### src/rtl/wb_timer.sv
// Wishbone slave with two 32-bit compare/auto-reload up-counters sharing one
// prescaler; registered single-cycle ack, registered read data, level interrupt.
module wb_timer #(
  parameter int unsigned PRESCALE = 1
) (
  input  logic        clk_i,
  input  logic        rst_i,
  input  logic [31:0] wb_adr_i,
  input  logic [31:0] wb_dat_i,
  output logic [31:0] wb_dat_o,
  input  logic [3:0]  wb_sel_i,
  input  logic        wb_stb_i,
  input  logic        wb_cyc_i,
  input  logic        wb_we_i,
  output logic        wb_ack_o,
  output logic        intr
);

  localparam logic [15:0] PRESCALE_LAST = 16'(PRESCALE - 1);

  logic             ack_q, ack_d;
  logic [31:0]      dat_q, dat_d;
  logic             intr_q, intr_d;
  logic [15:0]      presc_q, presc_d;
  logic [1:0]       en_q, en_d, ar_q, ar_d, ie_q, ie_d, match_q, match_d;
  logic [1:0][31:0] cmp_q, cmp_d, cnt_q, cnt_d;

  logic        req, wr_en, tick;
  logic [1:0]  hit;
  logic [2:0]  reg_sel;
  logic [31:0] rdata;
  logic        unused_adr;

  function automatic logic [31:0] byte_merge(input logic [31:0] cur,
                                             input logic [31:0] wdat,
                                             input logic [3:0]  sel);
    logic [31:0] res;
    res = cur;
    for (int b = 0; b < 4; b++)
      if (sel[b]) res[8*b +: 8] = wdat[8*b +: 8];
    return res;
  endfunction

  // A request is only accepted while no ack is outstanding, so acks are one-cycle pulses.
  assign req        = wb_cyc_i & wb_stb_i & ~ack_q;
  assign wr_en      = req & wb_we_i;
  assign reg_sel    = wb_adr_i[4:2];
  assign unused_adr = ^{wb_adr_i[31:5], wb_adr_i[1:0]};
  assign tick       = (presc_q == PRESCALE_LAST);

  generate
    for (genvar gi = 0; gi < 2; gi++) begin : g_hit
      assign hit[gi] = tick & en_q[gi] & (cnt_q[gi] == cmp_q[gi]);
    end
  endgenerate

  always_comb begin
    en_d    = en_q;
    ar_d    = ar_q;
    ie_d    = ie_q;
    match_d = match_q;
    cmp_d   = cmp_q;
    cnt_d   = cnt_q;
    presc_d = 16'd0;
    if (|en_q) presc_d = tick ? 16'd0 : presc_q + 16'd1;

    for (int n = 0; n < 2; n++) begin
      if (tick && en_q[n]) begin
        if (hit[n]) begin
          if (ar_q[n]) cnt_d[n] = 32'd0;
          else         en_d[n]  = 1'b0;
        end else begin
          cnt_d[n] = cnt_q[n] + 32'd1;
        end
      end
      // Bus writes are applied after the count decision so the bus value wins.
      if (wr_en && reg_sel == 3'(3*n) && wb_sel_i[0]) begin
        en_d[n]    = wb_dat_i[0];
        ar_d[n]    = wb_dat_i[1];
        ie_d[n]    = wb_dat_i[2];
        match_d[n] = 1'b0;
        if (wb_dat_i[3]) cnt_d[n] = 32'd0;
      end
      if (wr_en && reg_sel == 3'(3*n + 1)) cmp_d[n] = byte_merge(cmp_q[n], wb_dat_i, wb_sel_i);
      if (wr_en && reg_sel == 3'(3*n + 2)) cnt_d[n] = byte_merge(cnt_q[n], wb_dat_i, wb_sel_i);
      if (hit[n]) match_d[n] = 1'b1;
    end
  end

  always_comb begin
    rdata = 32'd0;
    case (reg_sel)
      3'd0:    rdata = {28'd0, match_q[0], ie_q[0], ar_q[0], en_q[0]};
      3'd1:    rdata = cmp_q[0];
      3'd2:    rdata = cnt_q[0];
      3'd3:    rdata = {28'd0, match_q[1], ie_q[1], ar_q[1], en_q[1]};
      3'd4:    rdata = cmp_q[1];
      3'd5:    rdata = cnt_q[1];
      default: rdata = 32'd0;
    endcase
    ack_d  = req;
    dat_d  = (req && !wb_we_i) ? rdata : 32'd0;
    intr_d = |(match_q & ie_q);
  end

  always_ff @(posedge clk_i or negedge rst_i) begin
    if (!rst_i) begin
      ack_q   <= 1'b0;
      dat_q   <= 32'd0;
      intr_q  <= 1'b0;
      presc_q <= 16'd0;
      en_q    <= 2'd0;
      ar_q    <= 2'd0;
      ie_q    <= 2'd0;
      match_q <= 2'd0;
      cmp_q   <= '0;
      cnt_q   <= '0;
    end else begin
      ack_q   <= ack_d;
      dat_q   <= dat_d;
      intr_q  <= intr_d;
      presc_q <= presc_d;
      en_q    <= en_d;
      ar_q    <= ar_d;
      ie_q    <= ie_d;
      match_q <= match_d;
      cmp_q   <= cmp_d;
      cnt_q   <= cnt_d;
    end
  end

  assign wb_ack_o = ack_q;
  assign wb_dat_o = dat_q;
  assign intr     = intr_q;

endmodule

### config.mk
export PLATFORM = sky130hd
export DESIGN_NAME = wb_timer
export DESIGN_NICKNAME = d
export VERILOG_FILES = /design/src/rtl/wb_timer.sv
export SDC_FILE = /design/constraint.sdc
export NUM_CORES = 1
export LEC_CHECK = 0
export ABC_AREA = 1
export CAP_MARGIN = 30
export CORE_MARGIN = 8
export CORE_UTILIZATION = 40
export DETAILED_ROUTE_END_ITERATION = 8
export PLACE_DENSITY = 0.72
export SLEW_MARGIN = 15
export SYNTH_ARGS = -nofsm -noshare
export SYNTH_HDL_FRONTEND = slang
export SYNTH_SLANG_ARGS = --single-unit
export TNS_END_PERCENT = 100
### constraint.sdc
create_clock -name clk_i -period 1.65 [get_ports clk_i]
set_input_delay 0.4125 -clock clk_i [delete_from_list [all_inputs] [get_ports clk_i]]
set_output_delay 0.4125 -clock clk_i [all_outputs]
set_load 0.05 [all_outputs]
* After elaboration in Yosys (flattened, before gate mapping) *
Cells that the tools add are included.

word-level totals
  register bits after elaboration = 186
  output and inout port bits = 34
  logic and storage cells = 119

operators by class
  add/sub/neg operators = 3
  eq/ne operators = 17
  muxes and demuxes = 32
  bitwise operators = 9
  reduce and logical (&&, ||, !) cells = 30

operators with widths
  kind                     number
  $mux W32                 13
  $pmux W32 S6             1
  $add A32 B1 Y32 const B  2
  $eq A32 B32 Y1           2
  $mux W16                 2
  $mux W8                  4
  $add A16 B1 Y16 const B  1
  $logic_not A16 Y1        1
  $ne A2 B2 Y1 const B     8
  $reduce_and A2 Y1        8
  $mux W1                  12
  $logic_and A1 B1 Y1      11
  $reduce_bool A2 Y1       4
  $and A1 B1 Y1            7
  $eq A3 B2 Y1 const B     2
  $eq A3 B3 Y1 const B     2
  $reduce_and A3 Y1        2
  $ne A2 B1 Y1 const B     2
  $reduce_or A2 Y1         2
  $eq A3 B1 Y1 const B     1
  $logic_not A3 Y1         1
  $and A2 B2 Y2            1
  $logic_not A1 Y1         1
  $not A1 Y1               1

* Longest topological paths before layout *
  depth after elaboration = 8
  depth in mapped cells = 16

* Worst setup path before layout *
Ideal clock, no wire load.

  path type = register to register
  from = register ack_q, in the netlist wb_ack_o
  to = register cnt_q[12] in the netlist's numbering
  library setup time = 124 ps
  arrival = 1809 ps
  required time = 1526 ps
  setup slack = -283 ps
  cell stages (with the launch flop) = 11
  buffers on the path = 2
  path through = dfrtp_1 > nor2_1 > nand2_1 > nor2_2 > nand3_2 > o21ai_2 > inv_2 > buf_2 > buf_4 > nand2_1 > a21oi_1

between the ends
  word-level cells in the longest chain between the ends = 7
  elaborated cells between the ends (all ways) = 9
  those cells by class = eq/ne: 1; mux: 2; bitwise: 3; reduce/logical: 3

ends and longest elaborated chain
  element                           line  source
  from (decl)                       21    logic ack_q, ack_d;
  from (signal assigned)            119   ack_q <= ack_d;
  $not A1 Y1 *                      45    assign req = wb_cyc_i & wb_stb_i & ~ack_q;
  $and A1 B1 Y1 *                   45
  $and A1 B1 Y1 *                   46    assign wr_en = req & wb_we_i;
  $logic_and A1 B1 Y1 (2 in a row)  77    if (wr_en && reg_sel == 3'(3*n) && wb_sel_i[0]) begin
  $mux W32                          77
  $mux W32                          85    if (wr_en && reg_sel == 3'(3*n + 2)) cnt_d[n] = byte_merge(cnt_q[n], wb_dat_i, wb_sel_i);
  to (signal assigned)              128   cnt_q <= cnt_d;
  to (decl)                         26    logic [1:0][31:0] cmp_q, cmp_d, cnt_q, cnt_d;

Mark *: on every way between the ends. The rest lies on a longest branch, timed or not.
A chain may end at the register's enable or synchronous reset.

* Final worst setup path *
  from = register presc_q[0]
  to = register cnt_q[44] in the netlist's numbering

between the ends
  word-level cells in the longest chain between the ends = 8
  elaborated cells between the ends (all ways) = 9
  those cells by class = mux: 5; bitwise: 2; reduce/logical: 2

ends and longest elaborated chain
  element                     line  source
  from (decl)                 24    logic [15:0] presc_q, presc_d;
  from (signal assigned)      122   presc_q <= presc_d;
  $logic_not A16 Y1 *         49    assign tick = (presc_q == PRESCALE_LAST);
  $and A1 B1 Y1 (2 in a row)  53    assign hit[gi] = tick & en_q[gi] & (cnt_q[gi] == cmp_q[gi]);
  $mux W32                    69    if (hit[n]) begin
  $mux W32 *                  68    if (tick && en_q[n]) begin
  $mux W32                    82    if (wb_dat_i[3]) cnt_d[n] = 32'd0;
  $mux W32 *                  77
  $mux W32 *                  85

Marked as above.

==> qor.txt <==
Status: complete, but fails checks
Failing checks: negative setup slack
Critical Path AT: 2.47 ns
Detailed Routing Iterations Pass 1: 5
Total global routing overflow: 0
Peak VDD IR: 830 uV
Number of max-cap violations: 0
Antenna Cells: 0
WHS: 0.446 ns
Cell Pwr Density: 954 nW/um^2
Die footprint: 37800 sq um
Clk_skew: 0.0202 ns
Async SR Flop Fraction: 1.00
TritonCTS Sinks: 186
Pre-CTS setup slack: -0.650 ns
Worst R2R Path Depth: 12
Dpl cells: 2614
Worst Path Max Fanout: 14
Initial antenna violation count: 0
Final Instance Area: 20500 sq um
Placer Congestion: 1.05
Top cell type's share of synthesized area: 0.365
Synth-to-Final Area Change: 60.9%
Crit path kind: reg2reg
Top cells by area, synth: dfrtp_1 37%, nand2_1 15%, nor2_1 5.9%
Die height: 195 um
Die W: 195 um
Unrepaired setup endpoints after global routing: yes
Avg Inst Size Synth: 6.85 sq um
Worst Hold Class: in2async
Min Tclk post-route: 2.07 ns
DP Area: 17100 sq um
Synth cell count leaders: 523 x nand2_1, 201 x nor2_1, 186 x dfrtp_1
Row cnt: 65
Crit Reg-Reg Startpoint: presc_q[0]$_DFF_PN0_
Design Power: 0.0196 W
Port Buffers: 77
Largest net degree at the start of global routing: 44
EDFF count, synth: 0
Layout Cells excl Fill: 2723
Boundary Pins: 107
Starting Density: 0.405
Max_slew headroom: 0.685
Nets: 2385
Mapped Area: 12700 sq um
CTS H-tree lvls: 4
CTS tree: built
Worst reg2reg path endpoint: cnt_q[44]$_DFFE_PN0P_
Core footprint: 31500 sq um
# DRC: 0
Hold Vio Cnt, Final: 0
Flop and latch count out of synthesis: 186
First-pass GRT wire length: 79800 um
Drt wl/cell: 20.3 um
Final setup margin: -0.423 ns
Most frequent cell after synthesis: nand2_1
Ys Warns: 0
CP Capture Type: register
Via count: 15400
CTS Buf Count: 17
Crit share post-route: 1.26
Worst reg2reg setup slack: -0.42 ns
Iter 0 DRT Violations: 1542
Final slew viol count: 0
Post-Syn Nets: 1938
Top cell type by total area after synthesis: dfrtp_1
WP data required: 2.05 ns
Worst-Margin Slew: 0.469 ns
CTS Buffer Depth: 2
Vias/cell: 5.64
Post-route ant nets: 0
Final Setup Violations: 113
Post-Syn Instances: 1861
Fill count: 2429
Total global-route track usage: 0.266
Clock Pin Slew Worst Setup and Hold Paths: 0.08 ns
DRT Wirelength: 55400 um
Latest clock arrival within the worst-skew pair: 0.47 ns
Top FF cell, synth: dfrtp_1
Post-synth cell types: 44
CTS root buf: clkbuf_16
Final HPWL DP: 37900 um
Startpoint types: register
Leakage: 9.54 nW
Max Freq: 482 MHz
Vias in the first global route: 14400
Sequential fraction of the synthesis area: 0.365
Share of layout cells above drive strength 1: 0.437
[power breakdown]
group          total, W  switching [W]  internal (W)
clock           0.00433        0.00205       0.00228
sequential      0.00602       0.000760       0.00526
combinational   0.00922        0.00514       0.00408
[cells by family after synthesis]
family	after synthesis	share of synthesized area
buf+inv	303	0.0999
fa+ha+maj	4	0.00393
compound gates	303	0.135
xor+xnor	52	0.0357
flops	186	0.365
simple gates	1013	0.360
[sequential cells by signal, indices dropped and copies added (netlist names)]
name	cells
cmp_q	64
cnt_q	64
wb_dat_o	32
presc_q	16
ar_q	2
en_q	2
ie_q	2
match_q	2
intr	1
wb_ack_o	1
[area by class of cell]
cell class,instances,area [sq um],area share
Inverter,207,812,0.0396
Sequential cell,186,4670,0.228
Multi-Input combinational cell,1377,8780,0.428
Clock inverter,14,160,0.00781
Clock buffer,18,429,0.0209
Tap cell,402,503,0.0245
Timing Repair Buffer,519,5160,0.251
[through the flow]
| step | TNS, ns | utilization |
|---|---|---|
| 3_5_place_dp | -92.68 | 0.542 |
| 2_1_floorplan | -5.28 | - |
| 6_report | -25.12 | 0.652 |
| 3_3_place_gp | -87.38 | 0.542 |
| 5_1_grt | -33.82 | 0.652 |
| 4_1_cts | -16.98 | 0.599 |
[timing repair]
| action | CTS | global route |
|---|---|---|
| pin swaps | 100 | 117 |
| cloned | 5 | 10 |
| endpoints found under the setup margin | 151 | 163 |
| hold endpoints to repair | 35 | 0 |
| buffers inserted | 35 | 37 |
| resized for setup | 228 | 354 |
| hold buffers | 1 | 0 |
[layer usage]
| metal | vias to the layer above | global-route usage | part of all wire |
|---|---|---|---|
| li1 | 6990 | - | - |
| met1 | 7372 | 0.346 | 0.40 |
| met2 | 835 | 0.421 | 0.46 |
| met3 | 167 | 0.0572 | 0.091 |
| met4 | 0 | 0.121 | 0.044 |
| met5 | - | 0 | 0 |
[cell usage in the layout (no fill, tap or decap), drive strengths merged]
cell type,n
nand2,541
buf,469
nor2,229
inv,212
dfrtp,186
nand3,162
o21ai,161
a21oi,75
nand4,49
xnor2,41
clkdlybuf4s50,38
a221oi,32
nor3,26
clkbuf,25
o22ai,23
xor2,11
a31oi,5
nand3b,5
clkinv,5
o21bai,4
ha,4
nor3b,3
o21a,2
bufinv,2
clkinvlp,2
dlygate4sd2,2
dlymetal6s2s,2
and3,2
o211ai,1
nor4,1
dlygate4sd3,1
[worst max path at each step]
stage	startpoint	depth (start not counted)	end
CTS	cmp_q[9]$_DFFE_PN0P_	12	cnt_q[28]$_DFFE_PN0P_
finish	presc_q[0]$_DFF_PN0_	12	cnt_q[44]$_DFFE_PN0P_
floorplan	presc_q[0]$_DFF_PN0_	12	cnt_q[48]$_DFFE_PN0P_
global placement	wb_stb_i	14	cnt_q[16]$_DFFE_PN0P_
global route	presc_q[0]$_DFF_PN0_	12	presc_q[13]$_DFF_PN0_
detailed placement	wb_adr_i[2]	9	cnt_q[47]$_DFFE_PN0P_
[worst max-delay path, cell delays in order, from the launching register on]
cell     delay, ns
dfrtp_1       0.41
inv_2         0.08
ha_4          0.15
nand3_2       0.08
nor2_2        0.13
nand3_2       0.15
inv_2         0.13
nand2_4       0.16
o21ai_0       0.32
nand3_2       0.13
nand2_2       0.09
nand2_2       0.05
a21oi_2       0.11
No activity file was read; power rests on OpenSTA's default activity.
